$ cat src/rtl/voxel_pkg.sv
// Shared definitions for the voxel occupancy RAM and the blocks that use it.
//   VOX_ADDR_W / VOX_DEPTH : geometry of the voxel RAM (one bit per voxel)
//   loader_op_e            : command opcode accepted by voxel_ram_loader
//   loader_state_e         : voxel_ram_loader FSM states
package voxel_pkg;

    localparam int VOX_ADDR_W = 15;
    localparam int VOX_DEPTH  = 32768;

    typedef enum logic {
        OP_CLEAR = 1'b0,
        OP_LOAD  = 1'b1
    } loader_op_e;

    typedef enum logic [2:0] {
        IDLE,
        CLEAR,
        LOAD_WAIT,
        SHIFT,
        DONE
    } loader_state_e;

endpackage

$ cat src/rtl/voxel_byte_serializer.sv
// Byte-to-bit serializer for the voxel RAM loader.
// Captures one host byte and presents it one bit per step, LSB first.
//   clock, reset : system clock, synchronous active-high reset
//   load         : capture din and restart the bit counter
//   din[7:0]     : byte to serialize (bit0 goes out first)
//   step         : shift the register right by one and count the bit
//   bit_out      : bit currently presented (shreg[0])
//   last         : the bit currently presented is bit 7 of the byte
module voxel_byte_serializer (
    input  logic       clock,
    input  logic       reset,
    input  logic       load,
    input  logic [7:0] din,
    input  logic       step,
    output logic       bit_out,
    output logic       last
);

    logic [7:0] shreg_q, shreg_d;
    logic [2:0] bitcnt_q, bitcnt_d;

    always_comb begin
        // NOTE: every variable gets its hold value first, so no branch can leave one unassigned and infer a latch.
        shreg_d  = shreg_q;
        bitcnt_d = bitcnt_q;
        if (load) begin
            shreg_d  = din;
            bitcnt_d = 3'd0;
        end else if (step) begin
            shreg_d  = {1'b0, shreg_q[7:1]};
            bitcnt_d = bitcnt_q + 3'd1;
        end
    end

    always_ff @(posedge clock) begin
        // NOTE: non-blocking assignments make every flop update from pre-edge values, independent of statement order.
        if (reset) begin
            shreg_q  <= '0;
            bitcnt_q <= '0;
        end else begin
            shreg_q  <= shreg_d;
            bitcnt_q <= bitcnt_d;
        end
    end

    assign bit_out = shreg_q[0];
    assign last    = (bitcnt_q == 3'd7);

endmodule

$ cat src/rtl/voxel_ram_loader.sv
// Write-side master for the voxel occupancy RAM.
// CLEAR zero-fills DEPTH voxels; LOAD unpacks host bytes (LSB first) into
// sequential 1-bit writes starting at address 0.
//   clock, reset          : system clock, synchronous active-high reset
//   cmd_valid/cmd_op      : command request (0 = CLEAR, 1 = LOAD)
//   cmd_ready             : high only while idle
//   abort                 : cancel the command in progress (no done pulse)
//   in_valid/in_data      : host byte stream, 8 voxels per byte
//   in_ready              : byte consumed when in_valid && in_ready
//   wr_en/wr_addr/wr_data : RAM write port, driven from registers only
//   busy                  : high whenever a command is in progress
//   done                  : one-cycle pulse on normal completion
module voxel_ram_loader
    import voxel_pkg::*;
#(
    parameter int ADDR_W = VOX_ADDR_W,
    parameter int DEPTH  = VOX_DEPTH
) (
    input  logic              clock,
    input  logic              reset,
    input  logic              cmd_valid,
    input  logic              cmd_op,
    output logic              cmd_ready,
    input  logic              abort,
    input  logic              in_valid,
    input  logic [7:0]        in_data,
    output logic              in_ready,
    output logic              wr_en,
    output logic [ADDR_W-1:0] wr_addr,
    output logic              wr_data,
    output logic              busy,
    output logic              done
);

    // Termination is an explicit compare against the final address, so the
    // counter is never relied on to wrap (DEPTH may equal 2**ADDR_W).
    localparam logic [ADDR_W-1:0] LAST_ADDR = ADDR_W'(DEPTH - 1);

    loader_state_e     state_q, state_d;
    logic [ADDR_W-1:0] addr_q, addr_d;

    logic byte_take;
    logic ser_step;
    logic ser_bit;
    logic ser_last;
    logic at_last;

    assign at_last = (addr_q == LAST_ADDR);

    voxel_byte_serializer u_serializer (
        .clock   (clock),
        .reset   (reset),
        .load    (byte_take),
        .din     (in_data),
        .step    (ser_step),
        .bit_out (ser_bit),
        .last    (ser_last)
    );

    // State and address registers.
    always_ff @(posedge clock) begin
        if (reset) begin
            state_q <= IDLE;
            addr_q  <= '0;
        end else begin
            state_q <= state_d;
            addr_q  <= addr_d;
        end
    end

    // Next-state and address update.
    always_comb begin
        state_d = state_q;
        addr_d  = addr_q;
        case (state_q)
            IDLE: begin
                if (cmd_valid) begin
                    state_d = (loader_op_e'(cmd_op) == OP_LOAD) ? LOAD_WAIT : CLEAR;
                    addr_d  = '0;
                end
            end
            CLEAR: begin
                if (at_last) begin
                    state_d = DONE;
                    addr_d  = '0;
                end else begin
                    addr_d = addr_q + ADDR_W'(1);
                end
            end
            LOAD_WAIT: begin
                if (in_valid) begin
                    state_d = SHIFT;
                end
            end
            SHIFT: begin
                // DEPTH is a multiple of 8, so the final address always
                // coincides with bit 7 of a byte.
                if (ser_last && at_last) begin
                    state_d = DONE;
                    addr_d  = '0;
                end else begin
                    addr_d = addr_q + ADDR_W'(1);
                    if (ser_last) begin
                        state_d = LOAD_WAIT;
                    end
                end
            end
            DONE: begin
                state_d = IDLE;
            end
            default: begin
                state_d = IDLE;
                addr_d  = '0;
            end
        endcase

        // Abort overrides everything outside IDLE; the write already on the
        // port this cycle still lands, nothing after it does.
        if (abort && (state_q != IDLE)) begin
            state_d = IDLE;
            addr_d  = '0;
        end
    end

    // Outputs: the write port decodes registered state only; only the
    // handshake signals look at inputs.
    always_comb begin
        cmd_ready = (state_q == IDLE);
        in_ready  = (state_q == LOAD_WAIT) && !abort;
        byte_take = (state_q == LOAD_WAIT) && !abort && in_valid;
        ser_step  = (state_q == SHIFT);
        wr_en     = (state_q == CLEAR) || (state_q == SHIFT);
        wr_addr   = addr_q;
        wr_data   = (state_q == SHIFT) && ser_bit;
        busy      = (state_q != IDLE);
        done      = (state_q == DONE);
    end

endmodule

$ cat config.mk
export PLATFORM = sky130hd
export DESIGN_NAME = voxel_ram_loader
export DESIGN_NICKNAME = d
export VERILOG_FILES = /design/src/rtl/voxel_pkg.sv /design/src/rtl/voxel_byte_serializer.sv /design/src/rtl/voxel_ram_loader.sv
export SDC_FILE = /design/constraint.sdc
export NUM_CORES = 1
export LEC_CHECK = 0
export BUFFER_PORTS_ARGS = -buffer_cell sky130_fd_sc_hd__buf_4
export CAP_MARGIN = 20
export CELL_PAD_IN_SITES_DETAIL_PLACEMENT = 1
export CELL_PAD_IN_SITES_GLOBAL_PLACEMENT = 2
export CORE_UTILIZATION = 28
export DETAILED_ROUTE_END_ITERATION = 7
export GPL_TIMING_DRIVEN = 0
export HOLD_SLACK_MARGIN = 0.1
export PLACE_DENSITY_LB_ADDON = 0.1
export SLEW_MARGIN = 30
export SYNTH_ARGS = -nofsm -noshare
export SYNTH_HDL_FRONTEND = slang
export SYNTH_SLANG_ARGS = --single-unit
$ cat constraint.sdc
create_clock -name clock -period 2 [get_ports clock]
set_input_delay 0.5 -clock clock [delete_from_list [all_inputs] [get_ports clock]]
set_output_delay 0.5 -clock clock [all_outputs]
set_load 0.01 [all_outputs]
; Word level (Yosys, flattened, before mapping)
; Index checks and enable logic that the tools add are counted.
; Widths: inputs -> output; s select.
[classes]
addsub = 2
n_mul = 0
n_div = 0
order_cmp = 0
eq_ne = 10
n_shift = 0
mux = 13
bitwise = 1
n_reduce_logical = 15
[ops]
columns = op, count
row1 = $pmux 15 s4, 1
row2 = $mux 15, 3
row3 = $mux 8, 2
row4 = $add 15x1->15 const B, 1
row5 = $eq 15x15->1 const B, 1
row6 = $mux 3, 5
row7 = $pmux 3 s4, 1
row8 = $eq 3x2->1 const B, 2
row9 = $eq 3x3->1 const B, 2
row10 = $ne 2x2->1 const B, 3
row11 = $reduce_or 2->1, 3
row12 = $logic_and 1x1->1, 5
row13 = $reduce_and 4->1, 1
row14 = $add 3x1->3 const B, 1
row15 = $eq 3x1->1 const B, 1
row16 = $logic_not 3->1, 1
row17 = $ne 3x1->1 const B, 1
row18 = $reduce_bool 3->1, 1
row19 = $mux 2, 1
row20 = $reduce_and 2->1, 1
row21 = $reduce_bool 2->1, 1
row22 = $logic_not 1->1, 1
row23 = $logic_or 1x1->1, 1
row24 = $not 1->1, 1
[word_totals]
register_bits = 29
latchBits = 0
ram_bits = 0
mem_bits_ro = 0
in_bits = 14
elab_cells = 45
mem_count = 0

; Logic depth before layout (Yosys ltp)
[depth]
depth_word = 4
ltp_mapped = 7

; Hierarchy
; Synthesis repeated with hierarchy kept, for this count alone.
[unflattened]
hier_cells = 195
hier_area_um2 = 1659.1
[modules_own_cells]
columns = mod, instances, cells_each, area_per_inst_um2, seq_area_each_um2
row1 = voxel_ram_loader, 1, 148, 1162.4, 360.3
row2 = voxel_byte_serializer, 1, 47, 496.7, 220.2

; Worst setup path before layout
; Ideal clock, no wire load.
[synth_path]
path_kind = register to register
startpoint = register addr_q[0] (netlist: wr_addr[0])
endpoint = register addr_q[14] (netlist: wr_addr[14])
setup_time_ns = 0.115
arrival_time_ns = 1.908
slack_ns = -0.024
stages_incl_launch_ff = 7
path_cell_list = dfxtp_1 > ha_1 > nand3_4 > or4_1 > clkbuf_2 > a211o_1 > and3_1
[synth_via]
elab_chain_cells = 4
word_cells_on_any_way = 6
[synth_rtl]
columns = item, line_no
row1 = from (decl), voxel_ram_loader.sv:40  ; logic [ADDR_W-1:0] addr_q, addr_d;
row2 = from (signal assigned), voxel_ram_loader.sv:67  ; addr_q <= addr_d;
row3 = branches (longest 3 deep; another with $add 15x1->15), -
row4 = $pmux 15 s4 (*), voxel_ram_loader.sv:75  ; case (state_q)
; Every way passes the cells marked *.
; A chain may end at the register's enable or synchronous reset.

; Worst setup path after layout
[layout_path]
startpoint = register addr_q[0] (netlist: wr_addr[0])
endpoint = register addr_q[13] (netlist: wr_addr[13])
; The elaborated chain is that of the path after synthesis.

==> results.json <==
{
  "drc_errors": 0,
  "power_w": 0.00142,
  "synth-seq-area-share": 0.355,
  "portion_of_synthesized_cell_area_occupied_by_the_leading_cell_type": 0.355,
  "initial_utilization": 0.293,
  "crit_path_cells": "ha_4, nand3_4, or4_1, clkbuf_4, buf_6, o2111ai_2, a31oi_1",
  "hold_path.class": "in2reg",
  "setup.worst_path.end_class": "flip-flop",
  "drive_above_1_share": 0.352,
  "flow.area_growth_from_synthesis_pct": 37.0,
  "synth_enable_flop_cells": 0,
  "final.min_clock_period_ns": 1.91,
  "layout.nets": 263,
  "ys.flop_type": "dfxtp_1",
  "number_of_antenna_violations_at_the_first_check_in_global_routing": 0,
  "max_freq_ghz": 0.525,
  "wl_per_cell_um": 16.5,
  "critical_path_buf_inv_count": 2,
  "final.period_utilization": 0.953,
  "core.rowCount": 27,
  "cts_inserted_buffers": 5,
  "post_synth_main_area_contributors": "dfxtp_1, a21oi_1, nand2_1",
  "synthesis.instances": 196,
  "clock-skew-final_ns": 0.00638,
  "cp_data_arrival_time_ns": 2.07,
  "p_leak_nw": 0.803,
  "global_route.overflow_total": 0,
  "timing_worst_setup_path_type": "reg2reg",
  "crit_path_required_time_ns": 2.16,
  "yosysWarningCount": 0,
  "numPortBuffers": 34,
  "setup_viol": 0,
  "worst_skew_pair.late_latency_ns": 0.28,
  "grtUsageTotal": 0.183,
  "drtIter0Drc": 79,
  "number_of_distinct_standard_cells_referenced_by_the_synthesized_netlist": 50,
  "worst_pin_slew_ns": 0.565,
  "cp_max_fo": 10,
  "critPathTopFamily": "simple AND/OR/NAND/NOR gates",
  "grt_pass1_wl_mm": 8.80,
  "avgViaCountPerCell": 5.46,
  "synth.cell_area_um2": 1640,
  "fin_setup_tns_ns": 0,
  "async_reset_ff_frac": 0,
  "yosys_register_bits": 29,
  "dr.pass1.iters": 4,
  "post_synth.cell_area_avg_um2": 8.34,
  "timing.final.max_slew_violations": 0,
  "clock_tree.root_cell": "clkbuf_8",
  "slowest_stage": "or4_1",
  "timing.max_slew.rel_slack": 0.620,
  "die_area_um2": 6150,
  "finalWeightedCongestion": 0.740,
  "drt.antenna.violating_nets": 0,
  "floorplan.io_pins": 35,
  "crit_path_start_kind": "flip-flop",
  "first_global_vias": 1781,
  "hold_buffers": 0,
  "cts_max_level": 2,
  "post-dp-hpwl_mm": 3.78,
  "cts.sink_count": 29,
  "outcome": "complete, no violations",
  "core_um2": 5570,
  "maximum_number_of_pins_on_one_net_before_global_route_repair": 11,
  "num_vias": 1743,
  "die_h_um": 78.4,
  "clk_transition_reported_paths_ns": 0.07,
  "drv_cap": 0,
  "num_antenna_cells": 0,
  "tritoncts": "done",
  "filler_cell_count": 667,
  "power.ir.vdd_worst_uv": 394,
  "wire_length_after_detailed_routing_mm": 5.26,
  "ctsLongestPathBuffers": 2,
  "synth_fp_nets": 213,
  "post_synth_top_area_cell": "dfxtp_1",
  "die_w_um": 78.4,
  "hold_viol": 0,
  "power.density_nw_per_um2": 633,
  "critPathMaxStageDelay_ns": 0.52
}
-- routing by layer --
layer  global-route usage  vias up  part of all wire
met1                0.251      852              0.47
met5                    0        -                 0
met3               0.0326        6             0.044
met4               0.0444        0            0.0091
li1                     -      845                 -
met2                0.295       40              0.47
-- synthesized netlist by cell type (2+ instances only) --
| library cell | number |
|---|---|
| buf_6 | 2 |
| o21ai_0 | 6 |
| a21oi_1 | 18 |
| nand3b_1 | 2 |
| a2111o_1 | 2 |
| o2111ai_1 | 5 |
| o31a_1 | 3 |
| buf_2 | 3 |
| a22oi_1 | 7 |
| and2_1 | 3 |
| o211ai_1 | 6 |
| nand4_1 | 2 |
| ha_1 | 3 |
| nor2_1 | 8 |
| a31oi_1 | 5 |
| inv_1 | 5 |
| nor4_1 | 2 |
| a211o_1 | 2 |
| or4_1 | 2 |
| mux2i_1 | 3 |
| nand2_1 | 23 |
| or3_1 | 2 |
| nand2b_1 | 2 |
| o221ai_1 | 3 |
| and3_1 | 2 |
| dfxtp_1 | 29 |
| a211oi_1 | 3 |
| clkbuf_1 | 4 |
| nand3_1 | 4 |
| nor3_1 | 11 |
| buf_4 | 5 |
-- worst paths after layout --
kind | endpoint | startpoint | cells after the start | slack [ns]
worst min register to register | u_serializer.shreg_q[5] | u_serializer.shreg_q[5] | 2 | 0.46
worst min-delay path | u_serializer.bitcnt_q[2] | reset | 2 | 0.40
worst max-delay path | wr_addr[13] | wr_addr[0] | 7 | 0.09
worst max register to register | wr_addr[13] | wr_addr[0] | 7 | 0.09
-- kinds of logic after synthesis --
kind of cell | synth area share
compound gates | 0.275
xor+xnor | 0.00536
fa+ha+maj | 0.0230
buf+inv | 0.0765
flops | 0.355
mux | 0.0184
simple gates | 0.246
-- flip-flops by register name, summed over array words and instances, names as in the netlist --
signal / cells
state_q: 3
u_serializer.bitcnt_q: 3
wr_addr: 15
u_serializer.shreg_q: 8
-- final cells by class --
class	count	area [um2]	share of cell area
buffer	15	121	0.0542
timing repair buffer	44	330	0.147
clock inverter	1	5.00	0.00223
clock buffer	7	96.3	0.0430
multi-input combinational	145	976	0.436
inverter	6	25.0	0.0112
tap	72	90.1	0.0402
sequential	29	596	0.266
-- cells in the final DEF (no fill, tap or decap), types with 2 or more instances in the layout --
cell type / instances
inv_1: 5
a211oi_1: 2
mux2i_1: 3
a211o_1: 2
nor3_1: 11
and3_1: 2
a31oi_1: 5
o221ai_1: 3
o31a_1: 3
o2111ai_1: 3
o211ai_1: 6
or3_1: 2
dfxtp_4: 2
nand2_1: 23
and2_1: 3
or4_1: 2
a21oi_1: 18
a2111o_1: 2
clkbuf_8: 7
dfxtp_1: 21
nand3b_1: 2
nor2_1: 8
clkbuf_1: 3
nand3_1: 4
dfxtp_2: 6
a22oi_1: 7
o21ai_0: 6
nand4_1: 2
nor4_2: 2
buf_4: 48
buf_6: 6
ha_1: 2
o2111ai_2: 2
-- stage by stage --
step / setup WS, ns / instance area [um2] / util / hold WS, ns / cells
finish: 0.0936 / 2240 / 0.402 / 0.399 / 319
CTS: 0.00329 / 2150 / 0.386 / 0.395 / 312
detailed placement: -0.238 / 1980 / 0.356 / 0.456 / 302
floorplan: 0.0121 / 1640 / - / 0.436 / 196
global placement: -0.111 / 1980 / 0.356 / 0.445 / 302
global route: -0.0175 / 2240 / 0.402 / 0.403 / 319
-- timing repair --
item,in CTS,in global routing
pin swaps,1,3
setup buffers,3,7
resized for setup,13,14
endpoints found under the setup margin,18,13
-- power by group --
part	switching [W]	total [W]	internal [W]
clock	0.000240	0.000551	0.000311
combinational	0.000154	0.000265	0.000111
sequential	0.0000116	0.000602	0.000590
Power figures use the tool's default switching activity.
